$ cat config.mk
export PLATFORM = sky130hd
export DESIGN_NAME = store_commit_buffer
export DESIGN_NICKNAME = d
export VERILOG_FILES = /design/src/rtl/typedef_pkg.sv /design/src/rtl/sb_store_align.sv /design/src/rtl/store_commit_buffer.sv
export SDC_FILE = /design/constraint.sdc
export NUM_CORES = 1
export LEC_CHECK = 0
export ABC_AREA = 0
export BUFFER_PORTS_ARGS = -buffer_cell sky130_fd_sc_hd__buf_4
export CAP_MARGIN = 20
export CORE_UTILIZATION = 55
export CTS_BUF_LIST = sky130_fd_sc_hd__clkbuf_4 sky130_fd_sc_hd__clkbuf_8 sky130_fd_sc_hd__clkbuf_16
export CTS_CLUSTER_DIAMETER = 150
export DETAILED_ROUTE_END_ITERATION = 8
export PLACE_DENSITY_LB_ADDON = 0.1
export SLEW_MARGIN = 10
export SYNTH_ARGS = -nofsm -noshare
export SYNTH_HDL_FRONTEND = slang
export SYNTH_SLANG_ARGS = --single-unit
$ cat constraint.sdc
create_clock -name clk -period 11.6 [get_ports clk]
set_clock_uncertainty 0.15 [all_clocks]
set_input_delay 1.16 -clock clk [delete_from_list [all_inputs] [get_ports clk]]
set_output_delay 1.16 -clock clk [all_outputs]
set_load 0.05 [all_outputs]
$ cat src/rtl/typedef_pkg.sv
`default_nettype none
// ============================================================================
// Module      : typedef_pkg
// Description : Shared types and constants for the post-retire store buffer:
//               buffer entry layout, drain FSM states, store funct3 encodings.
// Revision    : 1.0 - initial release
// ============================================================================
package typedef_pkg;

  localparam int SB_ADDR_WIDTH = 32;
  localparam int SB_DATA_WIDTH = 32;

  localparam logic [2:0] F3_SB = 3'b000;
  localparam logic [2:0] F3_SH = 3'b001;
  localparam logic [2:0] F3_SW = 3'b010;

  // One queued store, already formatted as a word-aligned write
  typedef struct packed {
    logic [SB_ADDR_WIDTH-1:0] addr;
    logic [SB_DATA_WIDTH-1:0] data;
    logic [3:0]               strb;
  } SB_ENTRY_t;

  typedef enum logic [0:0] {
    IDLE = 1'b0,
    REQ  = 1'b1
  } sb_state_t;

endpackage
`default_nettype wire

$ cat src/rtl/sb_store_align.sv
`default_nettype none
// ============================================================================
// Module      : sb_store_align
// Description : Converts a byte address, funct3 and unaligned store data into
//               a word address, lane-replicated data and byte strobes.
// Revision    : 1.0 - initial release
// ============================================================================
module sb_store_align
  import typedef_pkg::*;
#(
  parameter int ADDR_WIDTH = 32,
  parameter int DATA_WIDTH = 32
) (
  input  logic [ADDR_WIDTH-1:0] addr,
  input  logic [DATA_WIDTH-1:0] data,
  input  logic [2:0]            funct3,
  output logic [ADDR_WIDTH-1:0] waddr,
  output logic [DATA_WIDTH-1:0] wdata,
  output logic [3:0]            strb
);

  assign waddr = {addr[ADDR_WIDTH-1:2], 2'b00};

  // Replicate the significant bytes into every lane; strobes pick the lanes.
  // Unknown funct3 still produces an entry, just one that writes no bytes.
  always_comb begin
    wdata = data;
    strb  = 4'b0000;
    case (funct3)
      F3_SB: begin
        wdata = {4{data[7:0]}};
        strb  = 4'b0001 << addr[1:0];
      end
      F3_SH: begin
        wdata = {2{data[15:0]}};
        strb  = 4'b0011 << {addr[1], 1'b0};
      end
      F3_SW: begin
        strb  = 4'b1111;
      end
      default: ;
    endcase
  end

endmodule
`default_nettype wire

$ cat src/rtl/store_commit_buffer.sv
`default_nettype none
// ============================================================================
// Module      : store_commit_buffer
// Description : In-order post-retire store queue. Formats stores at enqueue,
//               drains them one per ack over a req/ack write port, and flags
//               loads whose word address aliases a pending store.
// Revision    : 1.0 - initial release
// ============================================================================
module store_commit_buffer
  import typedef_pkg::*;
#(
  parameter int ADDR_WIDTH = 32,
  parameter int DATA_WIDTH = 32,
  parameter int DEPTH      = 8
) (
  input  logic                       clk,
  input  logic                       rst_n,
  input  logic                       flush,
  input  logic                       retire_store_valid,
  input  logic [ADDR_WIDTH-1:0]      retire_store_addr,
  input  logic [DATA_WIDTH-1:0]      retire_store_data,
  input  logic [2:0]                 retire_store_funct3,
  output logic                       sb_full,
  output logic                       sb_empty,
  output logic [$clog2(DEPTH):0]     sb_count,
  output logic                       mem_wr_req,
  output logic [ADDR_WIDTH-1:0]      mem_wr_addr,
  output logic [DATA_WIDTH-1:0]      mem_wr_data,
  output logic [3:0]                 mem_wr_strb,
  input  logic                       mem_wr_ack,
  input  logic [ADDR_WIDTH-1:0]      ld_check_addr,
  output logic                       ld_conflict
);

  localparam int IW = $clog2(DEPTH);
  localparam int PW = IW + 1;

  SB_ENTRY_t             entries [DEPTH];
  logic      [PW-1:0]    head;
  logic      [PW-1:0]    tail;
  logic      [PW-1:0]    count;
  sb_state_t             state;
  sb_state_t             state_next;
  logic                  enq;
  logic                  deq;
  logic                  load_out;
  logic      [IW-1:0]    load_idx;
  logic [ADDR_WIDTH-1:0] fmt_addr;
  logic [DATA_WIDTH-1:0] fmt_data;
  logic      [3:0]       fmt_strb;
  logic      [DEPTH-1:0] hit;

  // Committed stores are architectural, so flush has nothing to cancel here
  logic unused_inputs;
  assign unused_inputs = ^{flush, ld_check_addr[1:0]};

  sb_store_align #(
    .ADDR_WIDTH (ADDR_WIDTH),
    .DATA_WIDTH (DATA_WIDTH)
  ) u_align (
    .addr   (retire_store_addr),
    .data   (retire_store_data),
    .funct3 (retire_store_funct3),
    .waddr  (fmt_addr),
    .wdata  (fmt_data),
    .strb   (fmt_strb)
  );

  assign sb_full    = (head[IW] != tail[IW]) && (head[IW-1:0] == tail[IW-1:0]);
  assign enq        = retire_store_valid && !sb_full;
  assign mem_wr_req = (state == REQ);
  assign sb_empty   = (count == '0) && !mem_wr_req;
  assign sb_count   = count;

  // Entry storage: written at the tail with the already-formatted store
  always_ff @(posedge clk) begin
    if (enq) begin
      entries[tail[IW-1:0]] <= '{addr: fmt_addr, data: fmt_data, strb: fmt_strb};
    end
  end

  // Queue pointers and occupancy; the head stays counted until acked
  always_ff @(posedge clk) begin
    if (!rst_n) begin
      head  <= '0;
      tail  <= '0;
      count <= '0;
    end else begin
      if (enq) tail <= tail + PW'(1);
      if (deq) head <= head + PW'(1);
      case ({enq, deq})
        2'b10:   count <= count + PW'(1);
        2'b01:   count <= count - PW'(1);
        default: ;
      endcase
    end
  end

  // Drain FSM next state: latch head on leaving IDLE, chain on ack when more remain
  always_comb begin
    state_next = state;
    load_out   = 1'b0;
    load_idx   = head[IW-1:0];
    deq        = 1'b0;
    case (state)
      IDLE: begin
        if (count != '0) begin
          load_out   = 1'b1;
          state_next = REQ;
        end
      end
      REQ: begin
        if (mem_wr_ack) begin
          deq = 1'b1;
          if (count > PW'(1)) begin
            load_out = 1'b1;
            load_idx = head[IW-1:0] + IW'(1);
          end else begin
            state_next = IDLE;
          end
        end
      end
      default: state_next = IDLE;
    endcase
  end

  // Drain FSM state and the write-port registers held stable during REQ
  always_ff @(posedge clk) begin
    if (!rst_n) begin
      state       <= IDLE;
      mem_wr_addr <= '0;
      mem_wr_data <= '0;
      mem_wr_strb <= '0;
    end else begin
      state <= state_next;
      if (load_out) begin
        mem_wr_addr <= entries[load_idx].addr;
        mem_wr_data <= entries[load_idx].data;
        mem_wr_strb <= entries[load_idx].strb;
      end
    end
  end

  // Per-entry alias check, qualified by whether the slot lies inside the live window
  for (genvar i = 0; i < DEPTH; i++) begin : g_conflict
    logic [IW-1:0] offset;
    assign offset = IW'(i) - head[IW-1:0];
    assign hit[i] = ({1'b0, offset} < count) &&
                    (entries[i].addr[ADDR_WIDTH-1:2] == ld_check_addr[ADDR_WIDTH-1:2]);
  end

  assign ld_conflict = |hit;

`ifndef SYNTHESIS
  a_no_retire_when_full: assert property (
    @(posedge clk) disable iff (!rst_n) !(retire_store_valid && sb_full)
  ) else $warning("store_commit_buffer: retire store dropped while buffer full");
`endif

endmodule
`default_nettype wire

==> results of run 1 <==
==> placed cells by master, fill, tap and decap left out, types with 20 or more instances in the layout <==
cell type    n
buf_4      198
xnor2_1     59
nand4_1     26
xor2_1     194
dfxtp_1     79
nor4_1      46
nand2b_1    70
o22ai_1    134
o311a_1     66
a21oi_1     22
edfxtp_1   528
clkbuf_16   70
ha_1        20
nor2_1      26
mux2i_1    273
==> worst min path at each step <==
stage                    start              end  slack, ns  cells after the start
3_3_place_gp   mem_wr_addr[30]  mem_wr_addr[30]       0.42                      2
6_report       mem_wr_data[20]  mem_wr_data[20]       0.44                      2
5_1_grt         mem_wr_strb[2]   mem_wr_strb[2]       0.46                      2
3_5_place_dp   mem_wr_addr[18]  mem_wr_addr[18]       0.43                      2
2_1_floorplan          tail[1]          tail[1]       0.38                      2
4_1_cts        mem_wr_addr[18]  mem_wr_addr[18]       0.44                      2
==> worst register-to-register path, cell delays in order (launching register included) <==
cell     delay (ns)
dfxtp_1        0.34
inv_1          0.22
ha_1           0.32
nor2_1         0.11
o311a_4        0.36
xnor2_4        0.64
buf_4          0.94
buf_4          0.89
mux2i_1        0.35
o22ai_1        0.11
o311a_1        0.37
==> sequential cells by signal (all words and copies together) (netlist names) <==
name	flops
head	4
mem_wr_req	1
sb_count	4
mem_wr_data	32
tail	4
mem_wr_strb	4
mem_wr_addr	30
entries	528
==> per-layer routing <==
metal | global-route usage (%) | vias to the layer above
li1 | - | 7126
met1 | 37.6 | 8055
met2 | 48.9 | 679
met3 | 4.99 | 135
met4 | 12.4 | 2
met5 | 0 | -
==> Yosys cell counts, types with 16 or more instances <==
| master | count |
|---|---|
| edfxtp_1 | 528 |
| mux2i_1 | 273 |
| xor2_1 | 194 |
| o22ai_1 | 134 |
| dfxtp_1 | 79 |
| clkbuf_1 | 70 |
| nand2b_1 | 70 |
| o311a_1 | 66 |
| xnor2_1 | 59 |
| nor4_1 | 46 |
| nor2_1 | 32 |
| nand4_1 | 26 |
| a21oi_1 | 22 |
| buf_6 | 20 |
| ha_1 | 20 |
| buf_4 | 19 |
| inv_1 | 17 |
| mux2_2 | 16 |
==> metrics by stage <==
step | area, um^2 | hold slack, ns | utilization [%] | instances | setup slack, ns
after floorplan | 26700 | 0.377 | - | 1778 | 4.77
after global placement | 28400 | 0.420 | 59.3 | 2471 | 6.69
after detailed placement | 28400 | 0.426 | 59.3 | 2471 | 6.66
after CTS | 30500 | 0.441 | 63.8 | 2589 | 6.77
after global routing | 30500 | 0.464 | 63.8 | 2590 | 6.48
final | 30500 | 0.438 | 63.8 | 2590 | 6.70
==> cell families (layout without fill, tap and decap cells) <==
logic type | Yosys count | count (layout)
AO/OA/AOI/OAI | 251 | 251
AND/OR/NAND/NOR | 217 | 217
adder cells (fa/ha/maj) | 20 | 20
XOR/XNOR | 255 | 255
flip-flops | 607 | 607
multiplexers | 289 | 289
buffers and inverters | 137 | 333
other | 1 | 3
==> area by class of cell <==
cell class / count / area [um^2]
Clock inverter: 23 / 169
Antenna cell: 1 / 2.50
Sequential cell: 607 / 17400
Inverter: 17 / 63.8
Tap cell: 615 / 769
Fill cell: 3519 / 17300
Multi-Input combinational cell: 1034 / 8620
Timing Repair Buffer: 198 / 1490
Clock buffer: 95 / 1980
==> power by group through the flow <==
stage          sequential [mW]  combinational, mW  clock (mW)
2_1_floorplan             2.95              0.740           0
3_3_place_gp              2.65               1.41           0
3_5_place_dp              2.66               1.43           0
4_1_cts                   2.61               1.43        2.08
5_1_grt                   2.63               1.51        2.16
6_report                  2.61               1.43        2.06
==> impl_metrics.tcl, run 1 <==
set metrics [dict create \
    ant_nets 0 \
    timing.final.max_slew_violations 0 \
    synth_compound_area_share_pct 6.97 \
    r2r_end "mem_wr_addr[15]" \
    drc 0 \
    p_sw_mw 1.84 \
    startpoint_type "flop" \
    path_cells "inv_1 -> ha_1 -> ha_1 -> a21o_1 -> a21oi_1 -> o2111a_1 -> a2111oi_0 -> nand4b_1 -> buf_4" \
    synth_simple_gate_area_share_pct 4.63 \
    critPathCaptureType "output pin" \
    top_layer_used "met5" \
    cp_common_cell "ha_1" \
    io_buffers 174 \
    cts_buffers 66 \
    synth_seq_cells 607 \
    rr_worst_depth 10 \
    wl_met1_um 28600 \
    grt-ovfl-total 0 \
    wl_met3_um 5040 \
    cts_setup_buffers 0 \
    crit_slowest_cell "dfxtp_1" \
    drive_gt1_share_pct 17.2 \
    reg2reg_from "sb_count[1]" \
    drt_wl_total_um 71600 \
    ys_seq_area_share_pct 65.3 \
    fin_crit_sh_pct 42.3 \
    cts_tree "built" \
    synth_top_family_by_area "multiplexers" \
    slew_headroom_pct 20.4 \
    path_class "flop to output pin" \
    period_needed_ns 4.90 \
    fmax_ghz 0.204 \
    clkSinkCount 607 \
    power.total_mw 6.10 \
    comb_power_share_pct 23.4 \
    synth-xor-area-share_pct 8.42 \
    crit_path_max_incr_delay_ns 0.60 \
    switching_share_pct 30.1 \
    power_leakage_nw 12.3 \
    area_growth_pct 14.4 \
    hold_viol 0 \
    cp.depth 9 \
    seqPwrFrac_pct 42.8 \
    cts.repair.resized 0 \
    avgSynthCellArea_um2 15.0 \
    dr_wl_met2_um 35400 \
    rsz0062_at_grt "false" \
    finalSetupViolCount 0 \
    initial_utilization_pct 55.8 \
    critPathBufInv 2 \
    gp_congestion 0.975 \
    grt_usage_pct 29.2 \
    vias 16000 \
    viasPerCell 6.18 \
    muxShareOfSynthArea_pct 10.9 \
    cts_hold_buf 0 \
    synth.top_cell.area_share_pct 59.4 \
    setup_tns_ns 0 \
    clkPwrFrac_pct 33.8 \
    status "finished, final reports clean" \
    yosysWarnings 0 \
    p_int_mw 4.27 \
    reg2reg_slack_ns 6.70 \
    rows 80 \
    powerDensity_nw_per_um2 200 \
    holdCritPathClass "flop to flop" \
    antenna_found_initial 2 \
    die-area_um2 49400 \
    yosys-top-cells-area "edfxtp_1 (59%), mux2i_1 (10%), xor2_1 (6.4%)" \
    synth_edf_count 528 \
    yosysTopAreaCell "edfxtp_1" \
    clk_path_buf_depth 3 \
    cpLargestDelayFamily "compound AO/OA/AOI/OAI gates" \
    grt_pass1_vias 16000 \
    netlist_area_um2 26700 \
    grt_pass1_wl_um 104000 \
    crit_end "ld_conflict" \
    wire_per_inst_um 27.6 \
    syn_inst 1777 \
    cts-root-buf "clkbuf_16" \
    grt_max_degree 79 \
    fin_nets 2048 \
    worstPathRequired_ns 10.29 \
    critPathLaunch "head[1]" \
    dominantRegCellSynth "edfxtp_1" \
    cp_max_fo 8 \
    synth.distinct_cells 49 \
    vdd_drop_max_mv 0.168 \
    die_w_um 222 \
    design.portCount 180 \
    arrival_ns 3.59 \
    firstDrtPassIters 5 \
    clk_latency_ns 0.60 \
    synthAdderAreaFrac_pct 0.937 \
    max_cap_viol_count 0 \
    core_um2 47800 \
    cts_max_level 3 \
    die_h_um 222 \
    drtIter0Drc 1457 \
    place_hpwl_um 43500 \
    clk_pin_slew_ns 0.06 \
    tightest_slew_ns 1.19 \
    ys_async_sr_fraction_pct 0 \
]
No activity file was read; power rests on OpenSTA's default activity.
==> run 2, diff against run 1 <==
- clock period: 11.6 -> 4.3 ns (I/O delays scaled with it)
==> impl_metrics.tcl, run 2 (synthesized netlist as in run 1, its figures left out) <==
set metrics [dict create \
    antenna_found_initial 3 \
    startpoint_type "flop" \
    grt_max_degree 81 \
    rsz0062_at_grt "false" \
    p_sw_mw 5.04 \
    crit_slowest_cell "dfxtp_1" \
    seqPwrFrac_pct 42.4 \
    grt_pass1_vias 16200 \
    grt_pass1_wl_um 105000 \
    crit_path_max_incr_delay_ns 0.57 \
    worstPathRequired_ns 3.72 \
    largest_reg_flops 528 \
    post_dp_cell_area_um2 28700 \
    timing.final.max_slew_violations 0 \
    vias 16300 \
    die_w_um 222 \
    drt_wl_total_um 72800 \
    tightest_slew_ns 1.11 \
    slew_headroom_pct 25.6 \
    gp_congestion 0.957 \
    clkPwrFrac_pct 33.8 \
    viasPerCell 6.15 \
    most-common-layout-cells "edfxtp_1 (528), mux2i_1 (273), xor2_1 (194), buf_4 (193), o22ai_1 (134)" \
    arrival_ns 3.48 \
    cp_common_cell "ha_1" \
    drc 0 \
    holdCritPathClass "input pin to flop" \
    path_class "flop to output pin" \
    clk_pin_slew_ns 0.06 \
    critPathBufInv 2 \
    io_buffers 174 \
    clk_latency_ns 0.60 \
    comb_power_share_pct 23.7 \
    die_h_um 222 \
    rows 80 \
    final_common_cell "edfxtp_1" \
    vdd_drop_max_mv 0.458 \
    place_hpwl_um 46000 \
    cp_max_fo 8 \
    cts_buffers 66 \
    fin_crit_sh_pct 94.3 \
    status "finished, final reports clean" \
    hold_ws_ns 0.0971 \
    hold_viol 0 \
    finalSetupViolCount 0 \
    design.portCount 180 \
    wire_per_inst_um 27.5 \
    clkSinkCount 607 \
    cts-root-buf "clkbuf_16" \
    cpLargestDelayFamily "compound AO/OA/AOI/OAI gates" \
    p_int_mw 11.6 \
    powerDensity_nw_per_um2 532 \
    firstDrtPassIters 5 \
    path_cells "inv_1 -> ha_1 -> ha_1 -> a21o_1 -> a21oi_1 -> o2111a_1 -> a2111oi_0 -> nand4b_1 -> buf_4" \
    drtIter0Drc 1367 \
    die-area_um2 49400 \
    grt_usage_pct 29.5 \
    cts_tree "built" \
    switching_share_pct 30.2 \
    area_growth_pct 17.2 \
    fmax_ghz 0.247 \
    fin_nets 2099 \
    fin_util_pct 65.4 \
    grt-ovfl-total 0 \
    period_needed_ns 4.06 \
    power_leakage_nw 12.6 \
    clk_path_buf_depth 3 \
    max_cap_viol_count 0 \
    cts_max_level 3 \
    design_area_um2 31300 \
    ant_nets 0 \
    core_um2 47800 \
    power.total_mw 16.7 \
    drive_gt1_share_pct 17.8 \
    initial_utilization_pct 55.8 \
    critPathCaptureType "output pin" \
]
[run 2: changes by cell type in the layout (fill, tap and decap cells not counted), sizes merged, moves of 2 or more]
cell and change:
dlygate4sd3 +38, buf +13, inv +4, clkbuf -3, bufinv +2, clkinv -2
[run 2: layer usage]
metal | wire length [um] | vias to the layer above | share of wire [%] | track usage, %
met5 | 13 | - | 0.018 | 0
met4 | 2680 | 2 | 3.7 | 10.8
met3 | 4600 | 160 | 6.3 | 5.34
met2 | 36200 | 615 | 50 | 50.4
met1 | 29300 | 8252 | 40 | 37.6
li1 | - | 7237 | - | -
[run 2: power by group through the flow]
stage | Sequential [mW] | Clock (mW) | Combinational (mW)
finish | 7.06 | 5.64 | 3.95
detailed placement | 7.18 | 0 | 3.92
global route | 7.10 | 5.91 | 4.16
CTS | 7.06 | 5.69 | 3.96
global placement | 7.18 | 0 | 3.86
floorplan | 7.94 | 0 | 2.00
[run 2: timing repair]
action / CTS / global route
setup buffers: 0 / 0
resized for setup: 0 / 0
hold buffers: 38 / 0
endpoints found under the hold margin: 304 / 0
[run 2: layout make-up]
cell class / count / area (um^2)
clock inverters: 28 / 275
multi-input cells: 1034 / 8640
well taps: 615 / 769
inverters: 17 / 63.8
clock buffers: 92 / 1900
diodes: 1 / 2.50
fillers: 3473 / 16600
flip-flops and latches: 607 / 17400
repair buffers: 249 / 2190
[run 2: worst paths after layout]
kind | startpoint | slack, ns | cells past startpoint | endpoint
setup / recovery | head[1] | 0.24 | 9 | ld_conflict
hold / removal | retire_store_data[16] | 0.1 | 2 | entries[0][20]
setup reg to reg | sb_count[1] | 0.92 | 9 | mem_wr_data[20]
hold reg to reg | mem_wr_data[25] | 0.43 | 2 | mem_wr_data[25]
[run 2: metrics by stage]
step / worst slack, ns / cells / TNS, ns
2_1_floorplan: -0.360 / 1778 / -110.07
3_3_place_gp: 0.957 / 2484 / 0
3_5_place_dp: 0.918 / 2484 / 0
4_1_cts: 0.279 / 2642 / 0
5_1_grt: 0.0286 / 2643 / 0
6_report: 0.245 / 2643 / 0
